$ cat config.mk
export PLATFORM = sky130hd
export DESIGN_NAME = round_controller
export DESIGN_NICKNAME = d
export VERILOG_FILES = /design/src/rtl/round_controller.sv
export SDC_FILE = /design/constraint.sdc
export NUM_CORES = 1
export LEC_CHECK = 0
export BUFFER_PORTS_ARGS = -buffer_cell sky130_fd_sc_hd__buf_4
export CAP_MARGIN = 20
export CELL_PAD_IN_SITES_DETAIL_PLACEMENT = 0
export CELL_PAD_IN_SITES_GLOBAL_PLACEMENT = 1
export CORE_MARGIN = 4
export CORE_UTILIZATION = 38
export DETAILED_ROUTE_END_ITERATION = 16
export PLACE_DENSITY_LB_ADDON = 0.1
export RECOVER_POWER = 50
export SLEW_MARGIN = 30
export SYNTH_ARGS = -nofsm -noshare
export SYNTH_HDL_FRONTEND = slang
export SYNTH_SLANG_ARGS = --single-unit
export TNS_END_PERCENT = 5
$ cat constraint.sdc
create_clock -name Clk -period 2.6 [get_ports Clk]
set_input_delay 0.13 -clock Clk [delete_from_list [all_inputs] [get_ports Clk]]
set_output_delay 0.13 -clock Clk [all_outputs]
set_load 0.005 [all_outputs]
$ cat src/rtl/round_controller.sv
// ---------------------------------------------------------------------------
// round_controller
//
// Sequences a DiveKick match: intro hold, fight, post-hit freeze, round
// restart and match over. It keeps the round scores and drives Freeze and
// Restart to the player and frame logic. All round timing is counted in
// frames, which are rising edges of frame_clk, rather than in Clk cycles.
//
// Ports
//   Clk           in   50 MHz system clock
//   Reset         in   synchronous, active-low reset
//   frame_clk     in   ~60 Hz frame strobe (asynchronous level)
//   p1_hit        in   player 1 kick connects this cycle (level)
//   p2_hit        in   player 2 kick connects this cycle (level)
//   start         in   new-match request button (asynchronous level)
//   Freeze        out  1 = players/physics held
//   Restart       out  one-Clk pulse: reload player positions/states
//   p1_score      out  rounds won by player 1
//   p2_score      out  rounds won by player 2
//   round_result  out  last round: 00 none, 01 P1, 10 P2, 11 draw
//   match_winner  out  00 none, 01 P1, 10 P2
//   round_state   out  INTRO=0 FIGHT=1 HIT_FREEZE=2 RESTART=3 MATCH_OVER=4
// ---------------------------------------------------------------------------
module round_controller #(
  parameter int WIN_ROUNDS    = 3,
  parameter int INTRO_FRAMES  = 60,
  parameter int FREEZE_FRAMES = 90,
  parameter int ROUND_FRAMES  = 1800
) (
  input  logic       Clk,
  input  logic       Reset,
  input  logic       frame_clk,
  input  logic       p1_hit,
  input  logic       p2_hit,
  input  logic       start,
  output logic       Freeze,
  output logic       Restart,
  output logic [2:0] p1_score,
  output logic [2:0] p2_score,
  output logic [1:0] round_result,
  output logic [1:0] match_winner,
  output logic [2:0] round_state
);

  typedef enum logic [2:0] {
    INTRO      = 3'd0,
    FIGHT      = 3'd1,
    HIT_FREEZE = 3'd2,
    RESTART    = 3'd3,
    MATCH_OVER = 3'd4
  } state_t;

  localparam int CW = 16;

  // Counter values at which the Nth frame tick lands (the counter holds the
  // number of ticks already seen in the current state).
  localparam logic [CW-1:0] INTRO_LAST  = CW'(INTRO_FRAMES - 1);
  localparam logic [CW-1:0] FREEZE_LAST = CW'(FREEZE_FRAMES - 1);
  localparam logic [CW-1:0] ROUND_LAST  = CW'((ROUND_FRAMES == 0) ? 0 : ROUND_FRAMES - 1);
  localparam bit            TIMEOUT_EN  = (ROUND_FRAMES != 0);
  localparam logic [2:0]    WIN         = 3'(WIN_ROUNDS);

  state_t        state;
  logic [CW-1:0] frame_cnt;

  // Bits [1:0] form the 2-FF synchronizer; bit 2 is the previous synchronized
  // value used for rising-edge detection.
  logic [2:0] frame_sync;
  logic [2:0] start_sync;
  logic       frame_tick;
  logic       start_tick;

  assign frame_tick  = frame_sync[1] & ~frame_sync[2];
  assign start_tick  = start_sync[1] & ~start_sync[2];
  assign round_state = state;

  // Every state transition clears frame_cnt so each state counts its own
  // frames from zero. A hit in FIGHT is checked before the timeout so that a
  // hit landing on the timeout tick is scored as a hit.
  always_ff @(posedge Clk) begin
    if (!Reset) begin
      state        <= INTRO;
      frame_cnt    <= '0;
      frame_sync   <= '0;
      start_sync   <= '0;
      Freeze       <= 1'b1;
      Restart      <= 1'b0;
      p1_score     <= '0;
      p2_score     <= '0;
      round_result <= 2'b00;
      match_winner <= 2'b00;
    end else begin
      frame_sync <= {frame_sync[1:0], frame_clk};
      start_sync <= {start_sync[1:0], start};
      Restart    <= 1'b0;
      if (frame_tick) begin
        frame_cnt <= frame_cnt + CW'(1);
      end

      case (state)
        INTRO: begin
          if (frame_tick && frame_cnt == INTRO_LAST) begin
            state     <= FIGHT;
            Freeze    <= 1'b0;
            frame_cnt <= '0;
          end
        end

        FIGHT: begin
          if (p1_hit || p2_hit) begin
            state     <= HIT_FREEZE;
            Freeze    <= 1'b1;
            frame_cnt <= '0;
            if (p1_hit && p2_hit) begin
              round_result <= 2'b11;
            end else if (p1_hit) begin
              round_result <= 2'b01;
              if (p1_score < WIN) begin
                p1_score <= p1_score + 3'd1;
              end
            end else begin
              round_result <= 2'b10;
              if (p2_score < WIN) begin
                p2_score <= p2_score + 3'd1;
              end
            end
          end else if (TIMEOUT_EN && frame_tick && frame_cnt == ROUND_LAST) begin
            state        <= HIT_FREEZE;
            Freeze       <= 1'b1;
            frame_cnt    <= '0;
            round_result <= 2'b11;
          end
        end

        HIT_FREEZE: begin
          if (frame_tick && frame_cnt == FREEZE_LAST) begin
            frame_cnt <= '0;
            if (p1_score == WIN) begin
              state        <= MATCH_OVER;
              match_winner <= 2'b01;
            end else if (p2_score == WIN) begin
              state        <= MATCH_OVER;
              match_winner <= 2'b10;
            end else begin
              state        <= RESTART;
              Restart      <= 1'b1;
              round_result <= 2'b00;
            end
          end
        end

        RESTART: begin
          state     <= INTRO;
          Freeze    <= 1'b1;
          frame_cnt <= '0;
        end

        MATCH_OVER: begin
          if (start_tick) begin
            state        <= RESTART;
            Restart      <= 1'b1;
            frame_cnt    <= '0;
            p1_score     <= '0;
            p2_score     <= '0;
            match_winner <= 2'b00;
            round_result <= 2'b00;
          end
        end

        default: begin
          state     <= INTRO;
          Freeze    <= 1'b1;
          frame_cnt <= '0;
        end
      endcase
    end
  end

endmodule
Yosys cells after proc, flatten, opt, wreduce, memory -nomap -nowiden
Index checks and enable logic that the tools add are counted.

Muxes and demuxes: 48. Add/sub/neg operators: 3. Bitwise logic cells: 5. Equality and inequality tests: 21. Reduce and logical (&&, ||, !) cells: 16. Magnitude comparators: 2.

Operator list (count): $mux 16 (6); $pmux 16 s4 (1); $mux 3 (16); $mux 2 (11); $ne 2x2->1 const B (11); $reduce_and 6->1 (3); $add 16x1->16 const B (1); $eq 16x11->1 const B (1); $eq 16x6->1 const B (1); $eq 16x7->1 const B (1); $pmux 3 s2 (2); $pmux 3 s4 (1); $eq 3x2->1 const B (3); $reduce_and 4->1 (2); $mux 1 (7); $add 3x1->3 const B (2); $lt 3x2->1 const B (2); $ne 3x3->1 const B (2); $pmux 2 s3 (1); $logic_and 1x1->1 (4); $pmux 2 s2 (1); $reduce_bool 2->1 (2); $eq 3x1->1 const B (1); $eq 3x3->1 const B (1); 9 further kinds (12).

Bits of input ports: 6. Register bits after elaboration: 37. Output and inout port bits: 15.

Depth between registers and ports, before layout
Depth in word-level cells: 6. Depth in mapped cells: 8. Gate-level depth less buffers: 7.

Worst setup path before layout
OpenSTA, ideal clock, no wires.

Path kind: flip-flop to flip-flop. From: reg frame_cnt[0]. To: reg frame_cnt[10]. Library setup time: 0.064 ns. Buffers on the path: 1. Slack: 0.694 ns. Cell stages (with the launch flop): 8. Data arrival time: 1.843 ns. Clock period less this slack: 1.906 ns. Required time: 2.536 ns. Cell sequence: dfxtp_1 > ha_1 > nand4b_1 > and4bb_2 > a2111oi_4 > o31ai_4 > buf_6 > nor2_1.

Word-level cells in the longest chain between the ends: 5.

Ends and longest elaborated chain: start: declaration (line 64) `logic [CW-1:0] frame_cnt;`; start signal: assignment (line 97) `frame_cnt <= frame_cnt + CW'(1);`; $add 16x1->16 or $eq 16x11->1 (tied branches) (line 97, 127); $mux 16 or $logic_and 1x1->1 (tied branches) (line 96, 127); $mux 16 (line 127) `end else if (TIMEOUT_EN && frame_tick && frame_cnt == ROUND_LAST) begin`; $mux 16 (line 110) `if (p1_hit || p2_hit) begin`; $pmux 16 s4 * (line 100) `case (state)`.

Every way passes the cells marked *; elsewhere a longest branch is shown, timed or not. A chain may end at the register's enable or synchronous reset.

Worst setup path in the final report
From: reg state[2] (netlist: round_state[2]). To: reg frame_cnt[1].

Word-level cells in the longest chain between the ends: 2.

Ends and longest elaborated chain: start: declaration (line 63) `state_t state;`; start signal: assignment (line 82) `state <= INTRO;`; start signal: assignment (line 103) `state <= FIGHT;`; start signal: assignment (line 111) `state <= HIT_FREEZE;`; $eq 3x3->1 (tied with other cells) (line 100); $pmux 16 s4 * (line 100).

Marks and branches as above.

==> out/results.md <==
| Result | Reported | Unit |
|:---|:---|:---|
| Status | finished clean | - |
| Worst Reg-to-Reg Cells | 6 | - |
| Longest Clk Path Bufs | 2 | - |
| I/O Buffers | 20 | - |
| Starting density of the core | 39.58 | % |
| Cts hold-fix bufs | 0 | - |
| Number of setup buffers added after CTS | 0 | - |
| Instance count along the most critical hold path | 2 | - |
| Detail-routed via count per cell | 5.126 | - |
| Post-Syn Instances | 205 | - |
| Fraction of power spent switching nets | 30.09 | % |
| Total inserted antenna cells | 0 | - |
| Startpoint of the most critical register-to-register path | round_state[2]$_SDFFE_PN0P_ | - |
| Path type of the worst min-delay path | in2reg | - |
| Cell class contributing the biggest share of worst-path delay | compound AO/OA/AOI/OAI gates | - |
| Leakage power figure | 0.0008092 | uW |
| Top area cells in the synthesized netlist | dfxtp_1 (39%), nor2_1 (6.0%), xor2_1 (5.1%), ha_1 (4.7%), a21oi_1 (2.4%) | - |
| Die outline area | 6142 | sq um |
| Peak clock frequency supported by timing | 451.8 | MHz |
| Area Overhead vs Synth | 15.96 | % |
| Max rail drop VDD | 0.3796 | mV |
| Slew at the pin closest to its max-slew limit | 619.3 | ps |
| Destination of the worst hold path | start_sync[0]$_SDFF_PN0_ | - |
| Async S/R FF share, synth | 0 | % |
| Largest net degree at the start of global routing | 17 | - |
| Number of global-route vias before repair | 1521 | - |
| Number of violations of the max-capacitance limit | 0 | - |
| Final weighted congestion of routability-driven global placement | 0.8529 | - |
| Required time reported for the critical path endpoint | 2810 | ps |
| Setup slack of the worst register-to-register path | 390 | ps |
| Flip-flop and latch count after synthesis | 37 | - |
| Internal power | 1114 | uW |
| Syn avg cell area | 9.180 | sq um |
| Aggregate global routing overflow | 0 | - |
| CTS-repair resized insts | 0 | - |
| Antenna violations before repair | 0 | - |
| Setup repair after global routing missed its margin | no | - |
| Number of nets at the end of the flow | 239 | - |
| Via count | 1507 | - |
| Total placed instance area | 2069 | sq um |
| TritonCTS clock tree | yes | - |
| Commonest cells after routing, fill and taps aside | dfxtp_1 (37), nor2_1 (30), clkbuf_4 (14) | - |
| Cell taking the most area after synthesis | dfxtp_1 | - |
| Global-route wire length before repair | 7.162 | mm |
| Crit path time final | 2213 | ps |
| Critical hold path startpoint | start | - |
| Launching element type of the critical path | register | - |
| Detail Route Antenna Nets | 0 | - |
| Crit path capture type | register | - |
| First-iteration detailed-routing DRC count | 71 | - |
| Worst path cell trace | nor3b_2 > a21oi_1 > o21ba_1 > o31ai_4 > buf_4 > a211oi_1 | - |
| Arrival @ worst endpoint | 2420 | ps |
| Worst reg2reg path endpoint | frame_cnt[1]$_SDFF_PN0_ | - |
| Chip Width | 78.37 | um |
| Final setup violation count | 0 | - |
| Critical setup path kind | reg2reg | - |
| Clock Sinks | 37 | - |
| Sequential cell fraction of total power | 43.3 | % |
| Layout cell share with drive strength beyond 1 | 18.06 | % |
| Syn nets | 218 | - |
| Final wirelength | 4.069 | mm |
| Count of warnings emitted by yosys | 0 | - |
| Worst path max stage delay | 600 | ps |
| Fillers | 486 | - |
| Cell Rows | 25 | - |
| Comb pwr share | 24.3 | % |
| Hold Vio Cnt, Final | 0 | - |
| Vertical extent of the die | 78.37 | um |
| Average wire length per cell after detail routing | 13.84 | um |
| Utilization of the core after routing | 45.89 | % |
| Clock network power share | 32.4 | % |
| EDFF count, synth | 0 | - |
| Net switching power | 479.4 | uW |
| Max Transition Viols Final | 0 | - |
| HPWL after DPL | 3.049 | mm |
| Part of the cycle the worst path needs | 85.13 | % |
| Clock buffers created by TritonCTS | 5 | - |
| Most common library cell in the layout ignoring fill and taps | dfxtp_1 | - |
| Clock insertion delay at the later pin of the skew report | 290 | ps |
| Worst Hold Slack | 53.13 | ps |
| Power per unit of standard cell area | 730.1 | nW/um^2 |
| Sequential share of the synthesized area | 39.36 | % |
| Number of levels in the clock H-tree | 2 | - |
| Combined area of all synthesized cells | 1882 | sq um |
| Top_reg_cell synth | dfxtp_1 | - |
| Worst-path maximum fanout | 16 | - |
| Largest clock skew in the final design | 3.263 | ps |
| Pre-Repair DR Iteration Count | 4 | - |
| PnR Total Power | 1593 | uW |
| Fraction of synthesized cell area taken by the top area cell type | 39.36 | % |
| Post-route cell area | 2182 | sq um |
| Number of buffers and inverters on the critical path | 1 | - |
| Top-level I/O count | 21 | - |
| Slowest stage cell, crit path | nor3b_2 | - |
| Relative slew slack | 58.53 | % |
| Clk slew on worst S/H paths | 70 | ps |
| # DRC | 0 | - |
| Global router's overall resource usage | 14.66 | % |
| Post-route setup TNS | 0 | ps |
| Core area | 4755 | sq um |
| Root Buffer Master | clkbuf_8 | - |
| Synth unique cells | 50 | - |
## state kept, by name (all words and copies together), names as in the netlist
signal	count
Freeze	1
Restart	1
frame_cnt	16
frame_sync	3
match_winner	2
p1_score	3
p2_score	3
round_result	2
round_state	3
start_sync	3
## power groups by stage
stage | logic (uW) | clock network [uW] | registers [uW]
2_1_floorplan | 329 | 0 | 668
3_3_place_gp | 396 | 0 | 698
3_5_place_dp | 394 | 0 | 700
4_1_cts | 396 | 531 | 689
5_1_grt | 424 | 562 | 698
6_report | 387 | 517 | 690
## routing by layer
metal | routed length [um] | track usage, % | vias up
met2 | 1954 | 24.32 | 22
met1 | 1927 | 18.61 | 712
li1 | - | - | 768
met4 | 48 | 5.245 | 0
met3 | 138 | 3.326 | 5
met5 | 0 | 0 | -
## worst max path at each step
stage / start / to / depth (start not counted)
finish: round_state[2]$_SDFFE_PN0P_ / frame_cnt[1]$_SDFF_PN0_ / 6
CTS: round_state[2]$_SDFFE_PN0P_ / frame_cnt[1]$_SDFF_PN0_ / 6
global placement: round_state[1]$_SDFFE_PN0P_ / frame_cnt[1]$_SDFF_PN0_ / 6
global route: round_state[2]$_SDFFE_PN0P_ / frame_cnt[1]$_SDFF_PN0_ / 6
floorplan: frame_cnt[0]$_SDFF_PN0_ / frame_cnt[10]$_SDFF_PN0_ / 7
detailed placement: round_state[2]$_SDFFE_PN0P_ / frame_cnt[1]$_SDFF_PN0_ / 6
## through the flow
step	std cells	setup slack (ps)
global placement	286	535.1
detailed placement	286	458.8
global route	294	192.8
finish	294	386.7
floorplan	205	693.5
CTS	294	438.4
## cells in the mapped netlist (3+ instances only)
master,count
inv_1,5
ha_1,7
or2_2,3
clkbuf_1,3
and3_1,3
nand2_1,12
a21oi_1,9
and2_1,7
nor3_1,3
nor2b_1,3
nor4_1,5
nand4_1,5
nand2b_1,4
nand3_1,5
dfxtp_1,37
buf_6,4
xnor2_1,4
xor2_1,11
nor2_1,30
mux2i_1,4
## layout make-up
cell class	count	area, sq um	share of cell area, %
Sequential cell	37	740.7	33.94
Multi-Input combinational cell	155	1061	48.62
Clock buffer	6	82.58	3.784
Clock inverter	2	37.54	1.720
Inverter	5	18.77	0.8601
Timing Repair Buffer	22	157.7	7.225
Tap cell	67	83.83	3.842
## cells by family (layout without fill, tap and decap cells)
family / Yosys count / count (layout) / synth area share (%)
buf+inv: 13 / 35 / 4.255
simple gates: 97 / 97 / 28.72
compound gates: 32 / 32 / 13.90
fa+ha+maj: 7 / 7 / 4.654
flops: 37 / 37 / 39.36
mux: 4 / 4 / 2.128
xor+xnor: 15 / 15 / 6.981
No activity file was read; power rests on OpenSTA's default activity.
